### src/rtl/gmii_to_rgmii_tx_if.sv
// GMII-in / RGMII-SDR-out bundle for the transmit adapter, plus its statistics outputs.
// master = frame source side, slave = the adapter.
interface gmii_to_rgmii_tx_if #(
  parameter int CNT_W = 16
);
  logic             gmii_tx_en;
  logic [7:0]       gmii_txd;
  logic             gmii_tx_er;
  logic [3:0]       rgmii_d_h;
  logic [3:0]       rgmii_d_l;
  logic             rgmii_ctl_h;
  logic             rgmii_ctl_l;
  logic [CNT_W-1:0] frame_cnt;
  logic [CNT_W-1:0] drop_cnt;
  logic             oversize;

  modport master (
    output gmii_tx_en, gmii_txd, gmii_tx_er,
    input  rgmii_d_h, rgmii_d_l, rgmii_ctl_h, rgmii_ctl_l,
    input  frame_cnt, drop_cnt, oversize
  );

  modport slave (
    input  gmii_tx_en, gmii_txd, gmii_tx_er,
    output rgmii_d_h, rgmii_d_l, rgmii_ctl_h, rgmii_ctl_l,
    output frame_cnt, drop_cnt, oversize
  );
endinterface

### src/rtl/gmii_to_rgmii_tx.sv
// GMII->RGMII transmit adapter: 2-stage pipeline with IFG and max-length policing plus frame/drop counters.
// Optional macro RGMII_TX_ERR_EN: encode tx_er onto the falling-edge TX_CTL (ctl_l = en ^ er).
module gmii_to_rgmii_tx #(
  parameter int IFG_MIN   = 12,
  parameter int MAX_FRAME = 1526,
  parameter int CNT_W     = 16
) (
  input logic          gmii_tx_clk,
  input logic          reset,
  gmii_to_rgmii_tx_if.slave bus
);
  localparam int GAP_W = 8;
  localparam int BC_W  = $clog2(MAX_FRAME + 1);
  localparam logic [GAP_W-1:0] IFG_V = GAP_W'(IFG_MIN);
  localparam logic [BC_W-1:0]  MAX_V = BC_W'(MAX_FRAME);

  typedef enum logic [1:0] {S_IDLE, S_FRAME, S_DROP} state_t;

  state_t           r_state, w_state_next;
  logic             r_en_s1, r_en_prev;
  logic [7:0]       r_txd_s1;
  logic [GAP_W-1:0] r_gap_cnt, w_gap_next;
  logic [BC_W-1:0]  r_byte_cnt, w_byte_next;
  logic [CNT_W-1:0] r_frame_cnt, r_drop_cnt;
  logic [3:0]       r_d_h, r_d_l;
  logic             r_ctl_h, r_ctl_l, r_oversize;
  logic             w_start, w_fwd, w_frame_inc, w_drop_inc, w_ovs, w_ctl_l;

  // en_s1/en_prev come out of reset as "busy" so a frame already on the wire
  // at reset release never produces a start edge.
  always_ff @(posedge gmii_tx_clk) begin
    if (reset) begin
      r_en_s1   <= 1'b1;
      r_en_prev <= 1'b1;
      r_txd_s1  <= 8'd0;
    end else begin
      r_en_s1   <= bus.gmii_tx_en;
      r_en_prev <= r_en_s1;
      r_txd_s1  <= bus.gmii_txd;
    end
  end

`ifdef RGMII_TX_ERR_EN
  logic r_er_s1;
  always_ff @(posedge gmii_tx_clk) begin
    if (reset) r_er_s1 <= 1'b0;
    else       r_er_s1 <= bus.gmii_tx_er;
  end
  assign w_ctl_l = w_fwd ? ~r_er_s1 : (r_state == S_IDLE && !r_en_s1 && r_er_s1);
`else
  assign w_ctl_l = w_fwd;
`endif

  assign w_start = !r_en_prev && r_en_s1;

  always_comb begin
    w_state_next = r_state;
    w_gap_next   = r_gap_cnt;
    w_byte_next  = r_byte_cnt;
    w_fwd        = 1'b0;
    w_frame_inc  = 1'b0;
    w_drop_inc   = 1'b0;
    w_ovs        = 1'b0;
    case (r_state)
      S_IDLE: begin
        if (w_start) begin
          if (r_gap_cnt >= IFG_V) begin
            w_state_next = S_FRAME;
            w_byte_next  = BC_W'(1);
            w_fwd        = 1'b1;
          end else begin
            w_state_next = S_DROP;
            w_drop_inc   = 1'b1;
          end
        end else if (!r_en_s1 && r_gap_cnt < IFG_V) begin
          w_gap_next = r_gap_cnt + 1'b1;
        end
      end
      S_FRAME: begin
        // The exit cycle already has en low, so it is the first gap cycle.
        if (!r_en_s1) begin
          w_state_next = S_IDLE;
          w_frame_inc  = 1'b1;
          w_gap_next   = GAP_W'(1);
        end else if (r_byte_cnt == MAX_V) begin
          w_state_next = S_DROP;
          w_ovs        = 1'b1;
          w_gap_next   = '0;
        end else begin
          w_fwd       = 1'b1;
          w_byte_next = r_byte_cnt + 1'b1;
        end
      end
      S_DROP: begin
        if (!r_en_s1) begin
          w_state_next = S_IDLE;
          w_gap_next   = GAP_W'(1);
        end
      end
      default: w_state_next = S_IDLE;
    endcase
  end

  always_ff @(posedge gmii_tx_clk) begin
    if (reset) begin
      r_state     <= S_IDLE;
      r_gap_cnt   <= IFG_V;
      r_byte_cnt  <= '0;
      r_frame_cnt <= '0;
      r_drop_cnt  <= '0;
      r_d_h       <= 4'd0;
      r_d_l       <= 4'd0;
      r_ctl_h     <= 1'b0;
      r_ctl_l     <= 1'b0;
      r_oversize  <= 1'b0;
    end else begin
      r_state    <= w_state_next;
      r_gap_cnt  <= w_gap_next;
      r_byte_cnt <= w_byte_next;
      if (w_frame_inc) r_frame_cnt <= r_frame_cnt + 1'b1;
      if (w_drop_inc && r_drop_cnt != {CNT_W{1'b1}}) r_drop_cnt <= r_drop_cnt + 1'b1;
      r_d_h      <= w_fwd ? r_txd_s1[3:0] : 4'd0;
      r_d_l      <= w_fwd ? r_txd_s1[7:4] : 4'd0;
      r_ctl_h    <= w_fwd;
      r_ctl_l    <= w_ctl_l;
      r_oversize <= w_ovs;
    end
  end

  assign bus.rgmii_d_h   = r_d_h;
  assign bus.rgmii_d_l   = r_d_l;
  assign bus.rgmii_ctl_h = r_ctl_h;
  assign bus.rgmii_ctl_l = r_ctl_l;
  assign bus.frame_cnt   = r_frame_cnt;
  assign bus.drop_cnt    = r_drop_cnt;
  assign bus.oversize    = r_oversize;
endmodule

### src/flat_wrapper.sv
// flat-port wrapper written by rule: the top's interface ports become plain ports
module gmii_to_rgmii_tx_flat 
#(
  parameter int IFG_MIN   = 12,
  parameter int MAX_FRAME = 1526,
  parameter int CNT_W     = 16
)
  (gmii_tx_clk, reset, bus_gmii_tx_en, bus_gmii_txd, bus_gmii_tx_er, bus_rgmii_d_h, bus_rgmii_d_l, bus_rgmii_ctl_h, bus_rgmii_ctl_l, bus_frame_cnt, bus_drop_cnt, bus_oversize);
  gmii_to_rgmii_tx_if #(.CNT_W(CNT_W)) bus_i ();
  input logic gmii_tx_clk;
  input logic reset;
  input wire logic [$bits(bus_i.gmii_tx_en)-1:0] bus_gmii_tx_en;
  input wire logic [$bits(bus_i.gmii_txd)-1:0] bus_gmii_txd;
  input wire logic [$bits(bus_i.gmii_tx_er)-1:0] bus_gmii_tx_er;
  output wire logic [$bits(bus_i.rgmii_d_h)-1:0] bus_rgmii_d_h;
  output wire logic [$bits(bus_i.rgmii_d_l)-1:0] bus_rgmii_d_l;
  output wire logic [$bits(bus_i.rgmii_ctl_h)-1:0] bus_rgmii_ctl_h;
  output wire logic [$bits(bus_i.rgmii_ctl_l)-1:0] bus_rgmii_ctl_l;
  output wire logic [$bits(bus_i.frame_cnt)-1:0] bus_frame_cnt;
  output wire logic [$bits(bus_i.drop_cnt)-1:0] bus_drop_cnt;
  output wire logic [$bits(bus_i.oversize)-1:0] bus_oversize;
  assign bus_i.gmii_tx_en = bus_gmii_tx_en;
  assign bus_i.gmii_txd = bus_gmii_txd;
  assign bus_i.gmii_tx_er = bus_gmii_tx_er;
  assign bus_rgmii_d_h = bus_i.rgmii_d_h;
  assign bus_rgmii_d_l = bus_i.rgmii_d_l;
  assign bus_rgmii_ctl_h = bus_i.rgmii_ctl_h;
  assign bus_rgmii_ctl_l = bus_i.rgmii_ctl_l;
  assign bus_frame_cnt = bus_i.frame_cnt;
  assign bus_drop_cnt = bus_i.drop_cnt;
  assign bus_oversize = bus_i.oversize;
  gmii_to_rgmii_tx #(.IFG_MIN(IFG_MIN), .MAX_FRAME(MAX_FRAME), .CNT_W(CNT_W)) u_core (.gmii_tx_clk(gmii_tx_clk), .reset(reset), .bus(bus_i));
endmodule
### config.mk
export PLATFORM = sky130hd
export DESIGN_NAME = gmii_to_rgmii_tx_flat
export DESIGN_NICKNAME = d
export VERILOG_FILES = /design/src/rtl/gmii_to_rgmii_tx_if.sv /design/src/rtl/gmii_to_rgmii_tx.sv /design/src/flat_wrapper.sv
export SDC_FILE = /design/constraint.sdc
export NUM_CORES = 1
export LEC_CHECK = 0
export ABC_AREA = 1
export ABC_CLOCK_PERIOD_IN_PS = 2000
export CORE_UTILIZATION = 66
export CTS_BUF_LIST = sky130_fd_sc_hd__clkbuf_4 sky130_fd_sc_hd__clkbuf_8
export DETAILED_ROUTE_END_ITERATION = 10
export DONT_BUFFER_PORTS = 1
export PLACE_DENSITY = 0.91
export RECOVER_POWER = 50
export SYNTH_ARGS = -nofsm -noshare
export SYNTH_HDL_FRONTEND = slang
export SYNTH_SLANG_ARGS = --single-unit
### constraint.sdc
create_clock -name gmii_tx_clk -period 2 [get_ports gmii_tx_clk]
set_clock_uncertainty 0.05 [all_clocks]
set_input_delay 0.2 -clock gmii_tx_clk [delete_from_list [all_inputs] [get_ports gmii_tx_clk]]
set_output_delay 0.2 -clock gmii_tx_clk [all_outputs]
set_load 0.05 [all_outputs]
# Word-level counts from Yosys, hierarchy flattened
# Cells that the tools add are included.
op_classes:
  add_sub_neg: 4
  order_cmp: 2
  eq_ne: 12
  muxes: 28
  bitwise_logic: 3
  reduce_logical: 13
op_table:
  columns: ["op", "n"]
  rows:
  - ["11-bit 2-to-1 mux", 4]
  - ["8-bit 2-to-1 mux", 5]
  - ["16-bit by 1-bit adder with 16-bit output (second input constant)", 2]
  - ["8-bit case mux with 3 select lines", 1]
  - ["11-bit case mux with 2 select lines", 1]
  - ["16-bit inequality test (second input constant)", 1]
  - ["11-bit by 1-bit adder with 11-bit output (second input constant)", 1]
  - ["11-bit == test (second input constant)", 1]
  - ["1-bit 2-to-1 mux", 10]
  - ["2-bit 2-to-1 mux", 5]
  - ["5-bit AND reduction", 2]
  - ["8-bit by 1-bit adder with 8-bit output (second input constant)", 1]
  - ["8-bit by 4-bit >= comparator with 1-bit output (second input constant)", 1]
  - ["8-bit by 4-bit less-than comparator with 1-bit output (second input constant)", 1]
  - ["2-bit by 1-bit inequality test with 1-bit output (second input constant)", 4]
  - ["2-bit inequality test (second input constant)", 3]
  - ["2-bit case mux with 3 select lines", 1]
  - ["1-bit logical AND", 3]
  - ["3-bit inequality test (second input constant)", 1]
  - ["1-bit inverter", 3]
  - ["3-bit AND reduction", 1]
  - ["3-bit nonzero test", 1]
  - ["3-bit OR reduction", 1]
  - ["2-bit by 1-bit == test with 1-bit output (second input constant)", 1]
  - ["6 further kinds", 7]
totals:
  regBits: 73
  inputBits: 12
  out_inout_bits: 43

# Longest topological paths before layout
# Gate-level depths: netlist (run 1).
logic_depth:
  ltp_word: 6
  depth_mapped: 12

# Least setup slack after synthesis (run 1)
# Ideal clock, no wire load.
synth_timing:
  path_kind: "register -> register"
  start: "register u_core.r_drop_cnt[0], in the netlist u_core.bus.drop_cnt[0]"
  end: "register u_core.r_drop_cnt[9], in the netlist u_core.bus.drop_cnt[9]"
  setup_ns: 0.070
  t_arrival_ns: 1.873
  slack_ns: 0.007
  stages_incl_launch_ff: 11
  path_buffers: 1
  cell_sequence: "dfxtp_1 -> ha_1 -> nand2_1 -> inv_1 -> nand2_1 -> nor2_4 -> nand2_1 -> nand3_2 -> buf_6 -> nand2_1 -> a21oi_1"
synth_via:
  elab_chain_len: 2
synth_lines:
  columns: ["element", "line", "rtl"]
  rows:
  - ["start: declaration", "gmii_to_rgmii_tx.sv:24", "logic [CNT_W-1:0] r_frame_cnt, r_drop_cnt;"]
  - ["start signal: assignment", "gmii_to_rgmii_tx.sv:121", "if (w_drop_inc && r_drop_cnt != {CNT_W{1'b1}}) r_drop_cnt <= r_drop_cnt + 1'b1;"]
  - ["parallel branches: the longest is 2 deep, another holds 16-bit by 1-bit adder with 16-bit output", null, null]
# Several ways; the timed one is not identified.
# A chain may end at the register's enable or synchronous reset.

# Worst setup path in the final report (run 1)
layout_timing:
  start: "register u_core.r_state[0]"
  end: "register u_core.r_drop_cnt[0], in the netlist u_core.bus.drop_cnt[0]"
layout_via:
  elab_chain_len: 3
layout_lines:
  columns: ["element", "line", "rtl"]
  rows:
  - ["start: declaration", "gmii_to_rgmii_tx.sv:19", "state_t r_state, w_state_next;"]
  - ["start signal: assignment", "gmii_to_rgmii_tx.sv:117", "r_state <= w_state_next;"]
  - ["2-bit logical NOT", "gmii_to_rgmii_tx.sv:64", "case (r_state)"]
  - ["1-bit 2-to-1 mux", "gmii_to_rgmii_tx.sv:64", null]
  - ["1-bit logical AND", "gmii_to_rgmii_tx.sv:121", null]
# Every way passes these cells.

==> results of run 1 <==
==> Yosys cell counts (all sizes together) <==
| cell type | count | area share |
|---|---|---|
| xnor2 | 7 | 0.016 |
| or2 | 1 | 0.0017 |
| nand3 | 33 | 0.048 |
| nor2 | 81 | 0.093 |
| nor4 | 1 | 0.0017 |
| nor3b | 4 | 0.0079 |
| buf | 7 | 0.015 |
| o31ai | 1 | 0.0020 |
| ha | 10 | 0.033 |
| nand3b | 5 | 0.0099 |
| clkbuf | 6 | 0.0059 |
| nand4 | 6 | 0.0099 |
| inv | 76 | 0.075 |
| and2 | 2 | 0.0033 |
| o21ai | 16 | 0.022 |
| nand2 | 165 | 0.17 |
| a21oi | 44 | 0.066 |
| clkinv | 1 | 0.0013 |
| o21bai | 2 | 0.0040 |
| dfxtp | 73 | 0.39 |
| xor2 | 7 | 0.016 |
| nor3 | 8 | 0.012 |
==> state kept, by name (all words and copies together) (netlist names) <==
register and flops:
u_core.bus.drop_cnt 16, u_core.bus.frame_cnt 16, u_core.r_byte_cnt 11, u_core.r_gap_cnt 8, u_core.r_txd_s1 8, u_core.bus.rgmii_d_h 4, u_core.bus.rgmii_d_l 4, u_core.r_state 2
u_core.bus.oversize 1, u_core.bus.rgmii_ctl_h 1, u_core.r_en_prev 1, u_core.r_en_s1 1
==> repair_timing <==
| action | in CTS | in global routing |
|---|---|---|
| gates resized for setup | 0 | 4 |
| endpoints found under the setup margin | 0 | 19 |
| buffers inserted | 0 | 0 |
| hold buffers | 10 | 0 |
| endpoints found under the hold margin | 44 | 0 |
==> metal layers <==
| layer | track usage | vias to the layer above | part of all wire |
|---|---|---|---|
| met5 | 0 | - | 0 |
| met4 | 0.143 | 0 | 0.031 |
| met3 | 0.0953 | 40 | 0.067 |
| met2 | 0.598 | 177 | 0.51 |
| met1 | 0.374 | 1746 | 0.39 |
| li1 | - | 1822 | - |
==> report_power, final <==
part	leakage [nW]	switching [mW]	total [mW]	internal [mW]
registers	0.591	0.0341	1.52	1.48
logic	1.09	0.207	0.301	0.0939
clock network	0.102	0.640	1.24	0.598
total	1.78	0.881	3.05	2.17
==> cells in the final DEF, fill, tap and decap left out, drive strengths merged <==
master	count
a21oi	44
o21ai	16
ha	10
nand3b	5
nor4	1
nand4	6
clkinv	1
nor3b	4
clkinvlp	1
nand3	33
nor2	81
or2	1
and2	2
o31ai	1
clkbuf	33
bufinv	1
xor2	7
nor3	8
xnor2	7
dfxtp	73
buf	13
o21bai	2
dlygate4sd3	9
nand2	165
inv	81
==> worst paths after layout <==
path                                    endpoint                      startpoint
max          u_core.bus.drop_cnt[0]$_SDFFE_PP0P_  u_core.r_state[0]$_SDFFE_PP0P_
min               u_core.r_state[0]$_SDFFE_PP0P_                           reset
max reg2reg  u_core.bus.drop_cnt[0]$_SDFFE_PP0P_  u_core.r_state[0]$_SDFFE_PP0P_
min reg2reg   u_core.bus.rgmii_d_h[0]$_SDFF_PP0_   u_core.r_txd_s1[0]$_SDFF_PP0_
==> layout make-up <==
type                       instances  area (um2)
inverter                          77         290
clock buffer                       9         124
fill                             371        1200
sequential                        73        1460
multi-input combinational        393        1970
timing repair buffer              46         292
clock inverter                     7        81.3
tap                               72        90.1
==> stage by stage <==
| stage | area (um2) | utilization |
|---|---|---|
| 2_1_floorplan | 3790 | - |
| 3_3_place_gp | 4070 | 0.738 |
| 3_5_place_dp | 4070 | 0.738 |
| 4_1_cts | 4380 | 0.796 |
| 5_1_grt | 4310 | 0.782 |
| 6_report | 4310 | 0.782 |
==> kinds of logic after synthesis <==
kind of cell             after synthesis
AO/OA/AOI/OAI                         63
XOR/XNOR                              14
adder cells (fa/ha/maj)               10
buffers and inverters                 90
flip-flops                            73
AND/OR/NAND/NOR                      306
==> worst register-to-register path: stages (launching register included) <==
cell     delay [ns]
dfxtp_1        0.36
inv_1          0.12
ha_2           0.23
inv_1          0.13
nor2_8         0.18
nand2_4        0.08
a21oi_4        0.36
nand2_1        0.11
a21oi_1        0.19
==> results.json, run 1 <==
{
  "drv_cap": 0,
  "die_h_um": 77.7,
  "synth_cells": 556,
  "place.gp.congestion": 0.886,
  "finalPower_mw": 3.05,
  "path_common_cell": "inv_1",
  "grt_pass1_vias": 3601,
  "ys_ff_latch": 73,
  "initialDrtViolationCount": 345,
  "hpwl_um": 6000,
  "synth_area_mm2": 0.00379,
  "reg2reg_depth": 8,
  "tightestPinTransition_ns": 0.742,
  "cts_made_buffers": 9,
  "finalCritPeriodShare": 0.945,
  "dieWidth_um": 77.7,
  "crit_family": "compound AO/OA/AOI/OAI gates",
  "synthMuxAreaShare": 0,
  "wl_per_cell_um": 14.2,
  "peakVddDrop_uv": 745,
  "slowest_delay_ns": 0.36,
  "seq_area_frac_synth": 0.386,
  "cts-root-buf": "clkbuf_8",
  "whs_ns": 0.0824,
  "diodes": 0,
  "synth_compound_area_frac": 0.0942,
  "slowest_stage": "dfxtp_1",
  "min_path_cells": 2,
  "syn_to_final_growth_pct": 13.7,
  "vias": 3785,
  "syn_nets": 578,
  "grt_antenna_before_repair": 0,
  "syn_area_per_cell_um2": 6.81,
  "fin_cells": 677,
  "grt_overflow": 0,
  "track_usage": 0.337,
  "setup_tns_ns": 0,
  "cts_sinks": 73,
  "end_kind": "flip-flop",
  "start_util": 0.688,
  "grt_pass1_wl_um": 16000,
  "synth_top_family_by_area": "simple AND/OR/NAND/NOR gates",
  "h-tree-depth": 3,
  "setup_slack_ns": 0.109,
  "rrSetupSlack_ns": 0.11,
  "postRouteWirelength_um": 9590,
  "die-area_mm2": 0.00604,
  "clk_pin_slew_worst_paths_ns": 0.10,
  "fmax_mhz": 529,
  "timing.final.hold_violations": 0,
  "worst_setup_path_start_kind": "flip-flop",
  "postRouteAntennaNets": 0,
  "design.core.area_mm2": 0.00551,
  "synth-adder-area-share": 0.0330,
  "dp_cells": 651,
  "synthSimpleGateAreaFrac": 0.357,
  "finalMaxSlewViolations": 0,
  "drive_gt1_frac": 0.0959,
  "power.density_mw_per_mm2": 709,
  "rows": 27,
  "grt_max_degree": 45,
  "ys_types": 38,
  "fin_nets": 622,
  "cp_num_cells": 8,
  "drcViolationCount": 0,
  "clock_path_buffers": 2,
  "relSlewSlack": 0.505,
  "io_buffers": 0,
  "arrival_ns": 2.12,
  "required_ns": 2.23,
  "critPathKind": "reg2reg",
  "crit_chain": "inv_1, ha_2, inv_1, nor2_8, nand2_4, a21oi_4, nand2_1, a21oi_1",
  "ys_warn_count": 0,
  "hp-class": "in2reg",
  "synth_xor_area_frac": 0.0324,
  "first_pass_iters": 6,
  "finalSetupViolCount": 0,
  "cp_num_buf_inv": 2,
  "fin_crit_ns": 1.89,
  "critical_path.max_fanout": 15,
  "ios": 55,
  "via_per_inst": 5.59,
  "status": "finished clean",
  "clkLatencyLatePin_ns": 0.36,
  "power_leakage_nw": 1.78,
  "cts_tree": "done",
  "preCtsSetupSlack_ns": 0.0909
}
(Power assumes the default switching activity.)
==> run 2: changes to the inputs <==
- CAP_MARGIN: not set -> 40
==> results of run 2 <==
No change in the layout: final DEF, timing and power equal those of run 1.
==> run 3: changes to the inputs <==
- ABC_CLOCK_PERIOD_IN_PS: 2000 -> not set
- SLEW_MARGIN: not set -> 5
==> results of run 3 <==
No change in the layout: final DEF, timing and power equal those of run 1.
